--- src/rtl/pipeline_hazard_ctrl_if.sv ---
// -----------------------------------------------------------------------------
// pipeline_hazard_ctrl_if
// Groups the hazard sequencer's pipeline-facing signals into one bundle.
//   master : drives pipeline status (memory handshake, branch, register fields)
//            and observes the freeze/flush/bubble controls.
//   slave  : the hazard controller itself (pipeline_hazard_ctrl).
// Signals:
//   mem_req, mem_ready          MEM-stage SRAM handshake
//   branch_taken                EXE resolved a taken branch
//   id_src1, id_src2            ID source registers
//   id_uses_src1, id_two_src    ID source-read enables
//   exe_wb_en, exe_dest         EXE writeback enable / destination
//   exe_mem_r_en                EXE instruction is a load
//   mem_wb_en, mem_dest         MEM writeback enable / destination
//   freeze_front, freeze_back   freeze PC+IF/ID / freeze ID/EXE..MEM/WB
//   flush, bubble               squash IF/ID+ID/EXE / NOP into ID/EXE
//   mem_timeout                 sticky wait-state timeout error
//   stall_count                 saturating count of front-freeze cycles
// -----------------------------------------------------------------------------
interface pipeline_hazard_ctrl_if #(
    parameter int CNT_W = 16
);
    logic             mem_req;
    logic             mem_ready;
    logic             branch_taken;
    logic [3:0]       id_src1;
    logic [3:0]       id_src2;
    logic             id_two_src;
    logic             id_uses_src1;
    logic             exe_wb_en;
    logic [3:0]       exe_dest;
    logic             exe_mem_r_en;
    logic             mem_wb_en;
    logic [3:0]       mem_dest;
    logic             freeze_front;
    logic             freeze_back;
    logic             flush;
    logic             bubble;
    logic             mem_timeout;
    logic [CNT_W-1:0] stall_count;

    modport master (
        output mem_req, mem_ready, branch_taken,
        output id_src1, id_src2, id_two_src, id_uses_src1,
        output exe_wb_en, exe_dest, exe_mem_r_en, mem_wb_en, mem_dest,
        input  freeze_front, freeze_back, flush, bubble, mem_timeout, stall_count
    );

    modport slave (
        input  mem_req, mem_ready, branch_taken,
        input  id_src1, id_src2, id_two_src, id_uses_src1,
        input  exe_wb_en, exe_dest, exe_mem_r_en, mem_wb_en, mem_dest,
        output freeze_front, freeze_back, flush, bubble, mem_timeout, stall_count
    );
endinterface

--- src/rtl/pipeline_hazard_ctrl.sv ---
// -----------------------------------------------------------------------------
// pipeline_hazard_ctrl
// Central stall/flush sequencer for the 5-stage ARM pipeline. Combines memory
// wait-states, RAW/load-use hazards and taken-branch squashes into the freeze,
// flush and bubble controls of the pipeline registers. A branch that resolves
// while the pipeline is frozen by memory is remembered and flushed as soon as
// the memory stall ends.
// Ports:
//   clk   rising-edge clock
//   rst   synchronous active-low reset
//   bus   pipeline_hazard_ctrl_if.slave (see interface file for signal list)
// Parameters:
//   MEM_TIMEOUT  consecutive wait cycles tolerated before mem_timeout (>=2)
//   CNT_W        width of the saturating stall-cycle counter
// Configuration macro:
//   FWD_EN  defined   -> only load-use hazards stall (forwarding covers the rest)
//           undefined -> any RAW against EXE or MEM destinations stalls
// -----------------------------------------------------------------------------
module pipeline_hazard_ctrl #(
    parameter int MEM_TIMEOUT = 16,
    parameter int CNT_W       = 16
) (
    input logic                   clk,
    input logic                   rst,
    pipeline_hazard_ctrl_if.slave bus
);

    localparam int WAIT_W = $clog2(MEM_TIMEOUT + 1);
    localparam logic [WAIT_W-1:0] WAIT_LAST = WAIT_W'(MEM_TIMEOUT - 1);
    localparam logic [WAIT_W-1:0] WAIT_MAX  = WAIT_W'(MEM_TIMEOUT);

    typedef enum logic {
        ST_RUN,
        ST_WAIT
    } state_t;

    state_t            state;
    logic [WAIT_W-1:0] wait_cnt;
    logic              timeout_q;
    logic              br_pend;
    logic [CNT_W-1:0]  stall_cnt_q;

    logic mem_stall;
    logic exe_match;
    logic mem_match;
    logic hz;
    logic hz_eff;
    logic flush_c;
    logic freeze_front_c;

    // Source-vs-destination comparisons for the ID instruction
    assign exe_match = (bus.id_uses_src1 & (bus.id_src1 == bus.exe_dest)) |
                       (bus.id_two_src   & (bus.id_src2 == bus.exe_dest));
    assign mem_match = (bus.id_uses_src1 & (bus.id_src1 == bus.mem_dest)) |
                       (bus.id_two_src   & (bus.id_src2 == bus.mem_dest));

`ifdef FWD_EN
    // Forwarding resolves everything except a load feeding the next instruction
    logic unused_mem_stage;
    assign unused_mem_stage = ^{bus.mem_wb_en, mem_match};
    assign hz = bus.exe_wb_en & bus.exe_mem_r_en & exe_match;
`else
    logic unused_load_flag;
    assign unused_load_flag = bus.exe_mem_r_en;
    assign hz = (bus.exe_wb_en & exe_match) | (bus.mem_wb_en & mem_match);
`endif

    // Priority: memory stall, then flush, then data hazard. Everything is
    // gated by rst so the pipeline sees quiet controls while in reset.
    assign mem_stall      = rst & bus.mem_req & ~bus.mem_ready;
    assign flush_c        = rst & ~mem_stall & (bus.branch_taken | br_pend);
    assign hz_eff         = rst & ~mem_stall & ~flush_c & hz;
    assign freeze_front_c = mem_stall | hz_eff;

    assign bus.freeze_front = freeze_front_c;
    assign bus.freeze_back  = mem_stall;
    assign bus.flush        = flush_c;
    assign bus.bubble       = hz_eff;
    assign bus.mem_timeout  = timeout_q;
    assign bus.stall_count  = stall_cnt_q;

    // Wait-state FSM: tracks how long the SRAM has kept us waiting and raises
    // the sticky timeout flag; the stall itself is never cut short.
    always_ff @(posedge clk) begin
        if (!rst) begin
            state     <= ST_RUN;
            wait_cnt  <= '0;
            timeout_q <= 1'b0;
        end else begin
            case (state)
                ST_RUN: begin
                    wait_cnt <= '0;
                    if (mem_stall) begin
                        state <= ST_WAIT;
                    end
                end
                ST_WAIT: begin
                    if (bus.mem_ready) begin
                        state    <= ST_RUN;
                        wait_cnt <= '0;
                    end else begin
                        if (wait_cnt == WAIT_LAST) begin
                            timeout_q <= 1'b1;
                        end
                        if (wait_cnt != WAIT_MAX) begin
                            wait_cnt <= wait_cnt + 1'b1;
                        end
                    end
                end
                default: begin
                    state    <= ST_RUN;
                    wait_cnt <= '0;
                end
            endcase
        end
    end

    // Deferred branch flush: frozen registers would ignore a flush, so a
    // branch seen during a memory stall is held until the stall clears.
    always_ff @(posedge clk) begin
        if (!rst) begin
            br_pend <= 1'b0;
        end else if (mem_stall && bus.branch_taken) begin
            br_pend <= 1'b1;
        end else if (flush_c) begin
            br_pend <= 1'b0;
        end
    end

    // Saturating count of cycles in which the front end was frozen
    always_ff @(posedge clk) begin
        if (!rst) begin
            stall_cnt_q <= '0;
        end else if (freeze_front_c && (stall_cnt_q != {CNT_W{1'b1}})) begin
            stall_cnt_q <= stall_cnt_q + 1'b1;
        end
    end

endmodule

--- src/flat_wrapper.sv ---
// flat-port wrapper written by rule: the top's interface ports become plain ports
module pipeline_hazard_ctrl_flat 
#(
    parameter int MEM_TIMEOUT = 16,
    parameter int CNT_W       = 16
)
  (clk, rst, bus_mem_req, bus_mem_ready, bus_branch_taken, bus_id_src1, bus_id_src2, bus_id_two_src, bus_id_uses_src1, bus_exe_wb_en, bus_exe_dest, bus_exe_mem_r_en, bus_mem_wb_en, bus_mem_dest, bus_freeze_front, bus_freeze_back, bus_flush, bus_bubble, bus_mem_timeout, bus_stall_count);
  pipeline_hazard_ctrl_if #(.CNT_W(CNT_W)) bus_i ();
  input logic clk;
  input logic rst;
  input wire logic [$bits(bus_i.mem_req)-1:0] bus_mem_req;
  input wire logic [$bits(bus_i.mem_ready)-1:0] bus_mem_ready;
  input wire logic [$bits(bus_i.branch_taken)-1:0] bus_branch_taken;
  input wire logic [$bits(bus_i.id_src1)-1:0] bus_id_src1;
  input wire logic [$bits(bus_i.id_src2)-1:0] bus_id_src2;
  input wire logic [$bits(bus_i.id_two_src)-1:0] bus_id_two_src;
  input wire logic [$bits(bus_i.id_uses_src1)-1:0] bus_id_uses_src1;
  input wire logic [$bits(bus_i.exe_wb_en)-1:0] bus_exe_wb_en;
  input wire logic [$bits(bus_i.exe_dest)-1:0] bus_exe_dest;
  input wire logic [$bits(bus_i.exe_mem_r_en)-1:0] bus_exe_mem_r_en;
  input wire logic [$bits(bus_i.mem_wb_en)-1:0] bus_mem_wb_en;
  input wire logic [$bits(bus_i.mem_dest)-1:0] bus_mem_dest;
  output wire logic [$bits(bus_i.freeze_front)-1:0] bus_freeze_front;
  output wire logic [$bits(bus_i.freeze_back)-1:0] bus_freeze_back;
  output wire logic [$bits(bus_i.flush)-1:0] bus_flush;
  output wire logic [$bits(bus_i.bubble)-1:0] bus_bubble;
  output wire logic [$bits(bus_i.mem_timeout)-1:0] bus_mem_timeout;
  output wire logic [$bits(bus_i.stall_count)-1:0] bus_stall_count;
  assign bus_i.mem_req = bus_mem_req;
  assign bus_i.mem_ready = bus_mem_ready;
  assign bus_i.branch_taken = bus_branch_taken;
  assign bus_i.id_src1 = bus_id_src1;
  assign bus_i.id_src2 = bus_id_src2;
  assign bus_i.id_two_src = bus_id_two_src;
  assign bus_i.id_uses_src1 = bus_id_uses_src1;
  assign bus_i.exe_wb_en = bus_exe_wb_en;
  assign bus_i.exe_dest = bus_exe_dest;
  assign bus_i.exe_mem_r_en = bus_exe_mem_r_en;
  assign bus_i.mem_wb_en = bus_mem_wb_en;
  assign bus_i.mem_dest = bus_mem_dest;
  assign bus_freeze_front = bus_i.freeze_front;
  assign bus_freeze_back = bus_i.freeze_back;
  assign bus_flush = bus_i.flush;
  assign bus_bubble = bus_i.bubble;
  assign bus_mem_timeout = bus_i.mem_timeout;
  assign bus_stall_count = bus_i.stall_count;
  pipeline_hazard_ctrl #(.MEM_TIMEOUT(MEM_TIMEOUT), .CNT_W(CNT_W)) u_core (.clk(clk), .rst(rst), .bus(bus_i));
endmodule
--- config.mk ---
export PLATFORM = sky130hd
export DESIGN_NAME = pipeline_hazard_ctrl_flat
export DESIGN_NICKNAME = d
export VERILOG_FILES = /design/src/rtl/pipeline_hazard_ctrl_if.sv /design/src/rtl/pipeline_hazard_ctrl.sv /design/src/flat_wrapper.sv
export SDC_FILE = /design/constraint.sdc
export NUM_CORES = 1
export LEC_CHECK = 0
export ABC_AREA = 1
export CAP_MARGIN = 20
export CORE_ASPECT_RATIO = 1.4
export CORE_MARGIN = 10
export CORE_UTILIZATION = 35
export DETAILED_ROUTE_END_ITERATION = 10
export RECOVER_POWER = 25
export SLEW_MARGIN = 20
export SYNTH_ARGS = -nofsm -noshare
export SYNTH_HDL_FRONTEND = slang
export SYNTH_SLANG_ARGS = --single-unit
--- constraint.sdc ---
create_clock -name clk -period 4.7 [get_ports clk]
set_input_delay 0.94 -clock clk [delete_from_list [all_inputs] [get_ports clk]]
set_output_delay 0.94 -clock clk [all_outputs]
set_load 0.01 [all_outputs]
==> results.yml, run 1 <==
sta:
  fin_crit_ns: 3.88
  fmax_mhz: 258
  worst-slew-pin-transition_ns: 0.519
  setup_ws_ns: 0.818
  finalHoldViolCount: 0
  drv_slew: 0
  min_period_over_period_pct: 82.6
  relSlewSlack_pct: 65.3
  rsz0062_at_grt: "no"
  setup_violations: 0
  clock_skew_ns: 0.00369
  fin_setup_tns_ns: 0
placement:
  gp_congestion: 0.786
  buffer_ports.inserted: 45
  pre_cts_slack_ns: 0.825
  dp_hpwl_microns: 3170
synthesis:
  synth_compound_gate_area_share_pct: 7.34
  yosys.area_share.xor_xnor_pct: 2.19
  yosysTopAreaCell: "dfxtp_1"
  synth_top_area_share_pct: 30.0
  yosys.area_share.simple_pct: 45.4
  synth_nets: 295
  ys_warn_count: 0
  syn_area_sq_um: 1600
  yosys.area_share.adder_pct: 3.13
  synthMuxAreaShare_pct: 0
  synth_seq_area_share_pct: 30.0
  synth.avg_cell_area_sq_um: 6.04
  synth_top_family_by_area: "simple AND/OR/NAND/NOR gates"
  yosys-top-cells-area: "dfxtp_1 30%, nand2_1 19%, nor2_1 9.8%, inv_1 8.7%, nand3_1 7.5%"
  synth_cell_types: 29
  ys_ff_latch: 24
  syn_inst: 265
power_and_ir_drop:
  p_sw_share_pct: 22.9
  cellPowerDensity_nw_per_um2: 212
  p_seq_share_pct: 45.0
  leakage_nw: 1.09
  intPower_w: 0.000356
  worst_ir_drop_vdd_mv: 0.159
  power_frac_comb_pct: 15.0
  p_sw_w: 0.000106
  clockPowerShare_pct: 39.9
route:
  via_per_inst: 4.45
  drt_iter0_drc: 89
  wl_per_cell_microns: 10.6
  drt-total-wl_microns: 3930
  antenna_left: 0
  drt-pass1-iter-count: 4
  vias: 1657
  drc: 0
cts:
  worstSkewPairLatency_ns: 0.27
  clockRootBuffer: "clkbuf_8"
  ctsHtreeMaxLevel: 1
  holdBufCountCts: 0
  cts.repair.resized: 0
  cts.clk_slew.worst_paths_ns: 0.09
  cts_buffer_depth: 2
  cts_made_buffers: 3
  post_cts_buffers: 0
  cts.sinks: 24
  cts_tree: "built"
worst_setup_path:
  end_kind: "output pin"
  arrival_ns: 2.94
  path_class: "primary input to output pin"
  required_ns: 3.76
  rr_worst_depth: 10
  crit_fanout: 13
  cp-start-kind: "primary input"
global_route:
  grt_pass1_vias: 1647
  grt_max_degree: 33
  grt.overflow.total: 0
  antenna_found_initial: 0
  grt_first_pass_wirelength_microns: 6870
  grtUsageTotal_pct: 10.6
hold_path:
  hold_depth: 1
  hold_class: "flop to flop"
floorplanning:
  ios: 47
  die_area_sq_um: 7720
  die_width_microns: 77.2
  die_h_microns: 100
  start_util_pct: 35.6
  core-area_sq_um: 4500
  rows: 29
flow_run:
  drv_cap: 0
finish:
  drive_above_1_share_pct: 5.16
  diodes: 0
  nets: 341
  areaGrowthSynthToFinish_pct: 35.8
  nFillCells: 479
outcome:
  status: "complete, no violations"
==> critical path: stages <==
cell	delay (ns)
dlygate4sd3_1	0.74
nand3_1	0.27
nand2_1	0.10
nor3_1	0.15
nand2_1	0.10
nand2_2	0.09
clkdlybuf4s50_1	0.55
==> path summary, 6_finish.rpt <==
kind                                               start                                endpoint  slack [ns]
setup / recovery                                     rst                        bus_freeze_front        0.82
hold / removal       u_core.bus.mem_timeout$_SDFFE_PN0P_     u_core.bus.mem_timeout$_SDFFE_PN0P_        0.49
setup reg to reg  u_core.bus.stall_count[0]$_SDFFE_PN0P_  u_core.bus.stall_count[8]$_SDFFE_PN0P_        2.75
hold reg to reg      u_core.bus.mem_timeout$_SDFFE_PN0P_     u_core.bus.mem_timeout$_SDFFE_PN0P_        0.49
==> cell usage after synthesis <==
cell and number:
a21oi_1 17, a22o_1 1, a22oi_1 1, and2_1 1
and3_1 2, buf_2 3, buf_4 2, buf_6 1
clkinv_1 1, dfxtp_1 24, ha_1 4, inv_1 37
inv_2 2, nand2_1 80, nand2_2 2, nand3_1 24
nand3_2 2, nand3b_1 1, nand4_1 2, nand4_2 2
nor2_1 42, nor2_2 1, nor3_1 3, nor3_4 1
nor3b_1 2, o21ai_0 2, o22ai_1 1, xnor2_1 3
xor2_1 1
==> power by group through the flow <==
stage | combinational, W | clock, W | sequential (W)
after floorplan | 0.0000350 | 0 | 0.000213
after global placement | 0.0000697 | 0 | 0.000213
after detailed placement | 0.0000701 | 0 | 0.000213
after CTS | 0.0000703 | 0.000190 | 0.000208
after global routing | 0.0000796 | 0.000201 | 0.000208
final | 0.0000693 | 0.000184 | 0.000208
==> registers in the layout, summed over array words and instances, names as in the netlist <==
| name | cells |
|---|---|
| u_core.bus.stall_count | 16 |
| u_core.bus.mem_timeout | 1 |
| u_core.wait_cnt | 5 |
| u_core.state | 1 |
| u_core.br_pend | 1 |
==> through the flow <==
step,total power (W),hold slack [ns],cells,cell area [sq um],utilization (%)
2_1_floorplan,0.000248,0.465,265,1600,-
3_3_place_gp,0.000282,0.478,368,2100,46.7
3_5_place_dp,0.000283,0.467,368,2100,46.7
4_1_cts,0.000468,0.504,372,2170,48.3
5_1_grt,0.000488,0.542,372,2170,48.3
6_report,0.000461,0.491,372,2170,48.3
==> per-layer routing <==
layer	track usage, %	up-vias	share of wire [%]	wire length [microns]
met5	0	-	0	0
li1	-	919	-	-
met2	20.4	34	51	2010
met1	9.95	700	42	1630
met4	4.23	0	1.3	52
met3	3.40	4	5.8	226
==> cell families (layout without fill, tap and decap cells) <==
logic type	count (synthesis)	after routing
AND/OR/NAND/NOR	165	165
adder cells (fa/ha/maj)	4	4
AO/OA/AOI/OAI	22	22
buffers and inverters	46	91
XOR/XNOR	4	4
flip-flops	24	24
==> layout make-up <==
cell class	instances	area [sq um]	area share, %
Multi-Input combinational cell	195	930	42.8
Clock inverter	1	30.0	1.38
Inverter	40	150	6.90
Tap cell	62	77.6	3.57
Timing Repair Buffer	47	465	21.4
Sequential cell	24	480	22.1
Clock buffer	3	41.3	1.90
==> layout by cell type, fill, tap and decap left out, types with 2 or more instances in the layout <==
cell,netlist,final
a21oi_1,17,17
o21ai_0,2,2
inv_2,2,2
clkbuf_8,0,3
xnor2_1,3,3
buf_4,2,2
inv_1,37,37
nand4_1,2,2
nand2_1,80,80
ha_1,4,4
nand3_1,24,24
nor3b_1,2,2
nor3_1,3,3
clkdlybuf4s50_1,0,39
dlygate4sd3_1,0,6
dfxtp_1,24,24
nor2_1,42,42
nand3_2,2,2
nand2_2,2,2
and3_1,2,2
nand4_2,2,2
Note: power is estimated with default switching activity, not from simulation.
==> run 2: changes to the inputs <==
Clock period 4.7 ns to 3.5 ns, I/O delays scaled along.
==> run 2 against run 1 <==
Against the previous run:
- combinational power rose by 34%
- core utilization fell by 0.083 points
- critical path depth did not move
- global-route usage fell by 0.65 points
- critical path type unchanged
- critical endpoint unchanged
- largest cell class unchanged
==> results.yml, run 2 (synthesis gave the netlist of run 1 again) <==
global_route:
  antenna_found_initial: 0
  grt.overflow.total: 0
  grt_max_degree: 33
  grt_pass1_vias: 1611
  grt_first_pass_wirelength_microns: 6570
  grtUsageTotal_pct: 9.90
route:
  drt_iter0_drc: 122
  via_per_inst: 4.54
  drt-total-wl_microns: 3820
  drt-pass1-iter-count: 4
  antenna_left: 0
  vias: 1690
  wl_per_cell_microns: 10.3
  drc: 0
power_and_ir_drop:
  p_sw_share_pct: 22.0
  power_frac_comb_pct: 15.2
  worst_ir_drop_vdd_mv: 0.176
  p_seq_share_pct: 45.6
  leakage_nw: 1.09
  power_w: 0.000612
  cellPowerDensity_nw_per_um2: 282
  intPower_w: 0.000477
  clockPowerShare_pct: 39.2
  p_sw_w: 0.000135
sta:
  fin_setup_tns_ns: 0
  fmax_mhz: 320
  setup_violations: 0
  clock_skew_ns: 0.00690
  worst-slew-pin-transition_ns: 0.919
  relSlewSlack_pct: 38.8
  min_period_over_period_pct: 89.4
  drv_slew: 0
  fin_crit_ns: 3.13
  rsz0062_at_grt: "no"
  finalHoldViolCount: 0
finish:
  drive_above_1_share_pct: 4.84
  largest_reg_flops: 16
  final_common_cell: "nand2_1"
  areaGrowthSynthToFinish_pct: 35.5
  final_cell_mix: "80 x nand2_1, 42 x nor2_1, 40 x clkdlybuf4s50_1, 37 x inv_1"
  diodes: 0
  nets: 341
floorplanning:
  die_area_sq_um: 7720
  die_h_microns: 100
  start_util_pct: 35.6
  die_width_microns: 77.2
  ios: 47
  core-area_sq_um: 4500
  rows: 29
cts:
  cts.sinks: 24
  cts.repair.resized: 0
  cts.clk_slew.worst_paths_ns: 0.09
  ctsHtreeMaxLevel: 1
  clockRootBuffer: "clkbuf_8"
  holdBufCountCts: 0
  cts_made_buffers: 3
  worstSkewPairLatency_ns: 0.26
  cts_buffer_depth: 2
  post_cts_buffers: 0
  cts_tree: "built"
worst_setup_path:
  path_class: "primary input to output pin"
  required_ns: 2.80
  arrival_ns: 2.43
  cp-start-kind: "primary input"
  crit_start: "rst"
  crit_fanout: 5
  r2r-start: "u_core.bus.stall_count[0]$_SDFFE_PN0P_"
  end_kind: "output pin"
placement:
  gp_congestion: 0.762
  dp_hpwl_microns: 3130
  buffer_ports.inserted: 45
outcome:
  status: "complete, no violations"
hold_path:
  hp-start: "u_core.bus.mem_timeout$_SDFFE_PN0P_"
  hold_class: "flop to flop"
flow_run:
  drv_cap: 0
==> run 2: changes by cell type in the layout (fill, tap and decap cells not counted) <==
cell and delta:
clkbuf_1 +1, clkdlybuf4s50_1 +1, buf_4 -1, dlygate4sd3_1 -1
==> run 2: layout make-up <==
type	instances	area [sq um]
Tap cell	62	77.6
Multi-Input combinational cell	195	930
Inverter	40	150
Clock buffer	3	41.3
Fill cell	494	2330
Clock inverter	1	30.0
Sequential cell	24	480
Timing Repair Buffer	47	462
==> run 2: worst paths after layout <==
path | endpoint | depth (start not counted) | slack [ns]
setup / recovery | bus_freeze_front | 7 | 0.37
hold reg to reg | u_core.bus.mem_timeout$_SDFFE_PN0P_ | 1 | 0.50
setup reg to reg | u_core.bus.stall_count[13]$_SDFFE_PN0P_ | 10 | 1.57
hold / removal | u_core.bus.mem_timeout$_SDFFE_PN0P_ | 1 | 0.50
==> run 2: through the flow <==
stage	hold slack [ns]	setup WS (ns)	util [%]	instance area, sq um	instances
after floorplan	0.465	1.37	-	1600	265
after global placement	0.479	0.352	46.7	2100	368
after detailed placement	0.469	0.352	46.7	2100	368
after CTS	0.505	0.352	48.3	2170	372
after global routing	0.525	0.144	48.2	2170	372
final	0.503	0.371	48.2	2170	372
==> run 2: routing by layer <==
layer  track usage, %  up-vias  share of wire [%]
met4             2.96        0               0.97
met2             19.4       34                 53
met3             3.13        2                6.7
li1                 -      919                  -
met5                0        -                  0
met1             9.51      735                 40
==> run 2: power by group through the flow <==
| stage | registers (W) | logic, W | clock network, W |
|---|---|---|---|
| final | 0.000279 | 0.0000929 | 0.000240 |
| after detailed placement | 0.000285 | 0.0000941 | 0 |
| after CTS | 0.000279 | 0.0000944 | 0.000249 |
| after floorplan | 0.000285 | 0.0000470 | 0 |
| after global routing | 0.000280 | 0.000106 | 0.000260 |
| after global placement | 0.000285 | 0.0000932 | 0 |
==> run 2: worst max-delay path, cell delays in order <==
cell	delay [ns]
dlygate4sd3_1	0.57
nand3_1	0.18
nand2_1	0.09
nor3_1	0.14
nand2_1	0.10
nand2_2	0.09
clkdlybuf4s50_1	0.55
